==> src/rtl/fifo_rd_pkg.sv <==
`default_nettype none
// ============================================================================
// fifo_rd_pkg : shared types and constants for the FIFO read-side drain stage
// Revision    : 1.0
// ============================================================================
package fifo_rd_pkg;

  typedef enum logic [1:0] {
    EMPTY = 2'd0,
    ONE   = 2'd1,
    TWO   = 2'd2
  } rd_occ_e;

  localparam int RD_BUF_DEPTH = 2;

endpackage
`default_nettype wire

==> src/rtl/rd_skid_buf.sv <==
`default_nettype none
// ============================================================================
// rd_skid_buf : two-entry in-order buffer with registered valid/data outputs
// Revision    : 1.0
// ============================================================================
module rd_skid_buf
  import fifo_rd_pkg::*;
#(
  parameter int WIDTH = 8
) (
  input  logic             clk,
  input  logic             rst,
  input  logic             push_i,
  input  logic [WIDTH-1:0] push_data_i,
  input  logic             pop_i,
  output logic             valid_o,
  output logic [WIDTH-1:0] data_o,
  output logic [1:0]       occ_o
);

  rd_occ_e          state_q, state_d;
  logic             head_q, head_d;
  logic             wr_idx;
  logic [WIDTH-1:0] mem_q [RD_BUF_DEPTH];
  logic [WIDTH-1:0] mem_d [RD_BUF_DEPTH];
  logic             valid_q, valid_d;
  logic [WIDTH-1:0] data_q, data_d;

  always_comb begin
    state_d = state_q;
    head_d  = head_q;
    mem_d   = mem_q;
    // Tail slot is head+occ mod 2; in TWO with a simultaneous pop that is the slot being freed.
    wr_idx  = (state_q == ONE) ? ~head_q : head_q;
    if (push_i) mem_d[wr_idx] = push_data_i;
    if (pop_i)  head_d = ~head_q;
    case (state_q)
      EMPTY: if (push_i) state_d = ONE;
      ONE: begin
        if (push_i && !pop_i)      state_d = TWO;
        else if (!push_i && pop_i) state_d = EMPTY;
      end
      TWO:     if (!push_i && pop_i) state_d = ONE;
      default: state_d = EMPTY;
    endcase
    valid_d = (state_d != EMPTY);
    data_d  = mem_d[head_d];
  end

  always_ff @(posedge clk) begin
    if (rst) begin
      state_q <= EMPTY;
      head_q  <= 1'b0;
      mem_q   <= '{default: '0};
      valid_q <= 1'b0;
      data_q  <= '0;
    end else begin
      state_q <= state_d;
      head_q  <= head_d;
      mem_q   <= mem_d;
      valid_q <= valid_d;
      data_q  <= data_d;
    end
  end

  assign valid_o = valid_q;
  assign data_o  = data_q;
  assign occ_o   = state_q;

  a_no_overflow: assert property (@(posedge clk) disable iff (rst)
    !(push_i && !pop_i && state_q == TWO));

endmodule
`default_nettype wire

==> src/rtl/fifo_rd_stage.sv <==
`default_nettype none
// ============================================================================
// fifo_rd_stage : drains a synchronous FIFO into a valid/ready stream
// Revision      : 1.0
// ============================================================================
module fifo_rd_stage
  import fifo_rd_pkg::*;
#(
  parameter int WIDTH = 8,
  parameter int CNT_W = 16
) (
  input  logic             clk,
  input  logic             rst,
  input  logic             fifo_empty,
  input  logic [WIDTH-1:0] fifo_data,
  output logic             fifo_r_en,
  output logic             m_valid,
  output logic [WIDTH-1:0] m_data,
  input  logic             m_ready,
  output logic [CNT_W-1:0] xfer_count
);

  logic             inflight_q;
  logic [CNT_W-1:0] xfer_q;
  logic [1:0]       w_occ;
  logic             w_pop;
  logic [2:0]       w_fill;

  assign w_pop  = m_valid && m_ready;
  // Credit seen by the next arrival: stored words plus the word already in flight, less this cycle's pop.
  assign w_fill = {1'b0, w_occ} + {2'b00, inflight_q} - {2'b00, w_pop};
  assign fifo_r_en = !rst && !fifo_empty && (w_fill < 3'(RD_BUF_DEPTH));

  always_ff @(posedge clk) begin
    if (rst) begin
      inflight_q <= 1'b0;
      xfer_q     <= '0;
    end else begin
      inflight_q <= fifo_r_en;
      if (w_pop) xfer_q <= xfer_q + CNT_W'(1);
    end
  end

  assign xfer_count = xfer_q;

  rd_skid_buf #(
    .WIDTH(WIDTH)
  ) u_buf (
    .clk        (clk),
    .rst        (rst),
    .push_i     (inflight_q),
    .push_data_i(fifo_data),
    .pop_i      (w_pop),
    .valid_o    (m_valid),
    .data_o     (m_data),
    .occ_o      (w_occ)
  );

endmodule
`default_nettype wire

==> config.mk <==
export PLATFORM = sky130hd
export DESIGN_NAME = fifo_rd_stage
export DESIGN_NICKNAME = d
export VERILOG_FILES = /design/src/rtl/fifo_rd_pkg.sv /design/src/rtl/rd_skid_buf.sv /design/src/rtl/fifo_rd_stage.sv
export SDC_FILE = /design/constraint.sdc
export NUM_CORES = 1
export LEC_CHECK = 0
export BUFFER_PORTS_ARGS = -buffer_cell sky130_fd_sc_hd__buf_2
export CAP_MARGIN = 15
export CORE_MARGIN = 2
export CORE_UTILIZATION = 61
export CTS_BUF_LIST = sky130_fd_sc_hd__clkbuf_4 sky130_fd_sc_hd__clkbuf_8
export DETAILED_ROUTE_END_ITERATION = 16
export PLACE_DENSITY = 0.86
export SLEW_MARGIN = 5
export SYNTH_ARGS = -nofsm -noshare
export SYNTH_HDL_FRONTEND = slang
export SYNTH_HIERARCHICAL = 1
export SYNTH_SLANG_ARGS = --single-unit
==> constraint.sdc <==
create_clock -name clk -period 6.8 [get_ports clk]
set_input_delay 1.36 -clock clk [delete_from_list [all_inputs] [get_ports clk]]
set_output_delay 1.36 -clock clk [all_outputs]
set_load 0.01 [all_outputs]
==> out/metrics.yaml, run 1 <==
grt_max_degree: 40
drive_gt1_frac: 0.2269
power.total_mw: 0.4928
worstPathMaxFanout: 9
postCtsSetupBuffers: 0
yosys_warnings: 6
cts_made_buffers: 5
worstSetupStartpoint: "m_ready"
synth_area_per_cell_um2: 9.157
hold_viol: 0
crit_top_cell: "buf_2"
gr-usage-met1: 0.2738
p_leak_nw: 0.8977
pin_count: 38
synth_compound_area_frac: 0.05985
grt-busiest-layer: "met2"
ys_top_cells_by_area: "dfxtp_1 (44%), nand3_1 (7.0%), nand2_1 (4.4%), xor2_1 (4.2%), mux2i_1 (3.9%)"
drt-initial-drc-count: 105
ant_nets: 0
utilization: 0.6990
relSlewSlack: 0.4888
grt_overflow: 0
cp_cell_sequence: "buf_2 > nand2_1 > inv_1 > ha_1 > nand2b_1 > fa_1 > xor2_1 > nor4b_1 > buf_2"
coreArea_mm2: 0.003284
first_global_vias: 1479
post-route-period-util: 0.6850
clock-sinks: 45
fmax_mhz: 214.7
rsz0062_at_grt: "no"
syn_inst: 226
antenna_found_initial: 0
ys_ff_latch: 45
routedWlPerCell_um: 11.98
critical_path_class: "input port to primary output"
critPathLaunchType: "input port"
hold_path.class: "flip-flop to flip-flop"
ys_types: 41
clock_skew_ns: 0.004729
die_area_mm2: 0.003874
drt_wl_total_um: 3666
tns_ns: 0
drc: 0
cts-root-buf: "clkbuf_4"
critPathSlowestCell: "fa_1"
fin_nets: 274
diodes: 0
slew_violations: 0
end_kind: "primary output"
ys_seq_area_frac: 0.4353
die_x_um: 62.25
r2r-start: "u_buf/valid_o"
io_buffers: 37
grt_use_met3: 0.06341
grt_first_pass_wirelength_um: 6403
synth_top_flop_cell: "dfxtp_1"
die_y_um: 62.25
synth_fa_ha_area_frac: 0.02177
synth_common_cells: "dfxtp_1 (45), nand3_1 (29), nand2_1 (24)"
yosysMostFrequentCell: "dfxtp_1"
dp_hpwl_um: 2498
clkTransAtPathRegs_ns: 0.11
row_count: 21
initial_core_util: 0.6301
synth-xor-area-share: 0.05502
powerDensity_mw_per_mm2: 214.7
arrival_ns: 3.30
status: "finished clean"
syn2layout_area_growth_pct: 10.94
setup_viol: 0
syn_area_mm2: 0.002069
synth_edf_count: 0
met2_usage: 0.3125
synth_top_cell_by_area: "dfxtp_1"
viasPerCell: 5.592
period_needed_ns: 4.658
cp.required_ns: 5.44
grt_use_total: 0.2041
synthMuxAreaShare: 0.06771
clock_path_buffers: 2
ir_drop_uv: 124.2
synthSimpleGateAreaFrac: 0.3114
synth_top_family_by_area: "simple AND/OR/NAND/NOR gates"
insertion_delay_ns: 0.36
worstMarginPinSlew_ns: 0.7507
place.gp.congestion: 0.8552
ctsHoldBuffers: 0
async_flop_share: 0
first_pass_iters: 4
max_cap_viol_count: 0
hp-start: "u_buf/mem_q[10]"
cts.htree.levels: 2
syn-num-nets: 241
synth_top_area_frac: 0.4353
cts_resized: 0
max_stage_delay_ns: 0.38
num_vias: 1711
cts_tree: "yes"
==> per-stage QoR <==
| step | hold WS, ns | instances | area [µm²] | worst slack, ns |
|---|---|---|---|---|
| final | 0.4658 | 306 | 2296 | 2.142 |
| after global routing | 0.4778 | 306 | 2296 | 2.009 |
| after CTS | 0.4653 | 306 | 2296 | 2.127 |
| after detailed placement | 0.4474 | 298 | 2226 | 2.131 |
| after global placement | 0.4414 | 298 | 2226 | 2.211 |
| after floorplan | 0.4366 | 226 | 2069 | 2.357 |
==> sequential cells by signal, indices dropped and copies added (netlist names) <==
signal and flops:
u_buf/occ_o 2, inflight_q 1, u_buf/data_o 8, u_buf/head_q 1, xfer_count 16, u_buf/mem_q 16
u_buf/valid_o 1
==> layer usage <==
| metal | part of all wire | vias up |
|---|---|---|
| met5 | 0 | - |
| met4 | 0.014 | 0 |
| met3 | 0.056 | 7 |
| met2 | 0.45 | 43 |
| met1 | 0.48 | 787 |
| li1 | - | 874 |
==> cell families (layout without fill, tap and decap cells) <==
family                   Yosys count  count (layout)
XOR/XNOR                          13              13
AO/OA/AOI/OAI                     22              22
adder cells (fa/ha/maj)            3               3
buffers and inverters             15              49
AND/OR/NAND/NOR                  117             117
multiplexers                      11              11
flip-flops                        45              45
==> cells in the final DEF, fill, tap and decap left out, types with 2 or more instances in the layout <==
master | Yosys | routed
dfxtp_1 | 45 | 45
mux2i_1 | 8 | 8
xnor2_1 | 3 | 3
nor2_1 | 20 | 20
ha_1 | 2 | 2
a31oi_1 | 2 | 2
clkbuf_8 | 0 | 2
o31ai_1 | 2 | 2
a21oi_1 | 14 | 14
nor3_1 | 2 | 2
nand2b_1 | 2 | 2
and4_1 | 2 | 2
clkbuf_4 | 0 | 5
buf_2 | 0 | 37
xor2_1 | 10 | 10
nand4_1 | 12 | 12
nand2_1 | 24 | 24
inv_1 | 4 | 4
nand3b_1 | 8 | 8
nand3_1 | 29 | 29
nor4b_1 | 3 | 3
o21ai_0 | 2 | 2
or4_2 | 2 | 2
mux2i_4 | 2 | 2
or4_1 | 2 | 2
==> report_power, final <==
part	switching [mW]	internal (mW)
clock	0.0793	0.0600
combinational	0.0424	0.0272
sequential	0.00755	0.276
==> path summary, 6_finish.rpt <==
kind | endpoint | slack [ns] | depth (start not counted)
hold reg to reg | u_buf/mem_q[10] | 0.47 | 2
setup reg to reg | inflight_q | 4.61 | 7
setup / recovery | fifo_r_en | 2.14 | 9
hold / removal | u_buf/mem_q[10] | 0.47 | 2
==> worst max-delay path, delay by kind of cell <==
kind	cells	cell delay [ns]
xor+xnor	1	0.18
buf+inv	3	0.56
simple gates	3	0.54
fa+ha+maj	2	0.66
==> area by class of cell <==
type | instances | area, µm²
fillers | 272 | 988.4
clock buffers | 7 | 65.06
flip-flops and latches | 45 | 900.9
repair buffers | 37 | 185.2
clock inverters | 1 | 5.005
multi-input cells | 166 | 1067
well taps | 46 | 57.56
inverters | 4 | 15.01
(Power assumes the default switching activity.)
==> inputs of run 2 (changes only) <==
--- a/config.mk
+++ b/config.mk
@@ -8,10 +8,10 @@
 export BUFFER_PORTS_ARGS = -buffer_cell sky130_fd_sc_hd__buf_2
 export CAP_MARGIN = 15
 export CORE_MARGIN = 2
-export CORE_UTILIZATION = 61
+export CORE_UTILIZATION = 57
 export CTS_BUF_LIST = sky130_fd_sc_hd__clkbuf_4 sky130_fd_sc_hd__clkbuf_8
 export DETAILED_ROUTE_END_ITERATION = 16
-export PLACE_DENSITY = 0.86
+export PLACE_DENSITY = 0.81
 export SLEW_MARGIN = 5
 export SYNTH_ARGS = -nofsm -noshare
 export SYNTH_HDL_FRONTEND = slang
==> constraint.sdc (replaced) <==
create_clock -name clk -period 4.4 [get_ports clk]
set_input_delay 0.88 -clock clk [delete_from_list [all_inputs] [get_ports clk]]
set_output_delay 0.88 -clock clk [all_outputs]
set_load 0.01 [all_outputs]
==> out/metrics.yaml, run 2 (same netlist as run 1, synthesis figures left out) <==
grt_first_pass_wirelength_um: 6651
cp_cell_sequence: "buf_2 > nand2_1 > inv_1 > ha_1 > nand2b_1 > fa_1 > xor2_1 > nor4b_1 > buf_2"
row_count: 21
clkTransAtPathRegs_ns: 0.13
ctsHoldBuffers: 0
clock_skew_ns: 0.009211
die_area_mm2: 0.004129
initial_core_util: 0.6059
clock_path_buffers: 2
dp_hpwl_um: 2589
post-route-period-util: 0.8414
hold_viol: 0
grt_use_total: 0.2013
worstSetupStartpoint: "m_ready"
max_stage_delay_ns: 0.39
final_common_cell: "dfxtp_1"
drt-initial-drc-count: 105
cp-endpoint: "fifo_r_en"
insertion_delay_ns: 0.35
ir_drop_uv: 235.6
rrSetupSlack_ns: 2.24
max_cap_viol_count: 0
powerDensity_mw_per_mm2: 353.2
mostFrequentLayoutCells: "dfxtp_1 (45), buf_2 (37), nand3_1 (29)"
cts.htree.levels: 2
status: "finished clean"
cts_resized: 0
critPathLaunchType: "input port"
fin_nets: 274
die_y_um: 64.26
grt_overflow: 0
first_pass_iters: 4
critical_path_class: "input port to primary output"
grt_max_degree: 40
cts_made_buffers: 5
r2r-start: "u_buf/valid_o"
cts-root-buf: "clkbuf_4"
viasPerCell: 5.539
num_vias: 1695
regToRegEndpoint: "inflight_q"
diodes: 0
arrival_ns: 2.82
syn2layout_area_growth_pct: 11.85
cts_tree: "yes"
drt_wl_total_um: 3772
slew_violations: 0
fmax_mhz: 270.1
fill_cells: 295
worstPathMaxFanout: 9
critPathSlowestCell: "fa_1"
tns_ns: 0
io_buffers: 37
hold_path.class: "flip-flop to flip-flop"
place.gp.congestion: 0.7903
cp.required_ns: 3.52
power.total_mw: 0.8176
end_kind: "primary output"
first_global_vias: 1537
reg2reg_depth: 7
postCtsSetupBuffers: 0
period_needed_ns: 3.702
crit_top_cell: "buf_2"
ant_nets: 0
clock-sinks: 45
p_leak_nw: 0.9053
worstMarginPinSlew_ns: 0.7695
pin_count: 38
drc: 0
relSlewSlack: 0.4761
multi_input_area_mm2: 0.001067
die_x_um: 64.26
drive_gt1_frac: 0.2269
routedWlPerCell_um: 12.33
coreArea_mm2: 0.003416
setup_viol: 0
antenna_found_initial: 0
register_area_um2: 900.9
rsz0062_at_grt: "no"
[run 2: changes by cell type in the layout (fill, tap and decap cells not counted), sizes merged]
cell,previous run,this run
bufinv,0,1
clkinv,1,0
[run 2: report_power, final]
group / internal (mW) / switching [mW] / leakage (nW)
Clock: 0.142 / 0.128 / 0.0489
Combinational: 0.0421 / 0.0662 / 0.492
Sequential: 0.427 / 0.0119 / 0.365
[run 2: area by class of cell]
cell class	count	share of cell area
multi-input cells	166	0.4611
flip-flops and latches	45	0.3892
repair buffers	37	0.08000
clock buffers	7	0.02541
well taps	46	0.02486
clock inverters	1	0.01297
inverters	4	0.006486
[run 2: layer usage]
metal / GRT usage / share of wire / vias to the layer above / wire (µm)
met3: 0.04577 / 0.049 / 7 / 186
met1: 0.2644 / 0.48 / 782 / 1805
met2: 0.3216 / 0.46 / 37 / 1734
li1: - / - / 869 / -
met4: 0.07713 / 0.012 / 0 / 44
met5: 0 / 0 / - / 0
[run 2: worst min path at each step]
stage / from / end / slack [ns] / depth (start not counted)
floorplan: u_buf/mem_q[10] / u_buf/mem_q[10] / 0.44 / 2
global placement: u_buf/mem_q[15] / u_buf/mem_q[15] / 0.44 / 2
detailed placement: u_buf/mem_q[14] / u_buf/mem_q[14] / 0.45 / 2
CTS: u_buf/mem_q[14] / u_buf/mem_q[14] / 0.46 / 2
global route: u_buf/mem_q[14] / u_buf/mem_q[14] / 0.48 / 2
finish: u_buf/mem_q[11] / u_buf/mem_q[11] / 0.46 / 2
[run 2: per-stage QoR]
step | worst slack (ns) | hold slack (ns) | std cells | utilization | area (µm²)
finish | 0.6979 | 0.4629 | 306 | 0.6777 | 2315
global route | 0.4772 | 0.4829 | 306 | 0.6777 | 2315
CTS | 0.6967 | 0.4643 | 306 | 0.6777 | 2315
detailed placement | 0.7118 | 0.4469 | 298 | 0.6516 | 2226
global placement | 0.7558 | 0.4424 | 298 | 0.6516 | 2226
floorplan | 0.9172 | 0.4366 | 226 | - | 2069
[run 2: worst max-delay path: cells and delay by family]
family | cells | cell delay, ns
xor gates and xnor gates | 1 | 0.18
buffers and inverters | 3 | 0.56
and+or+nand+nor | 3 | 0.54
adders and majority gates | 2 | 0.67
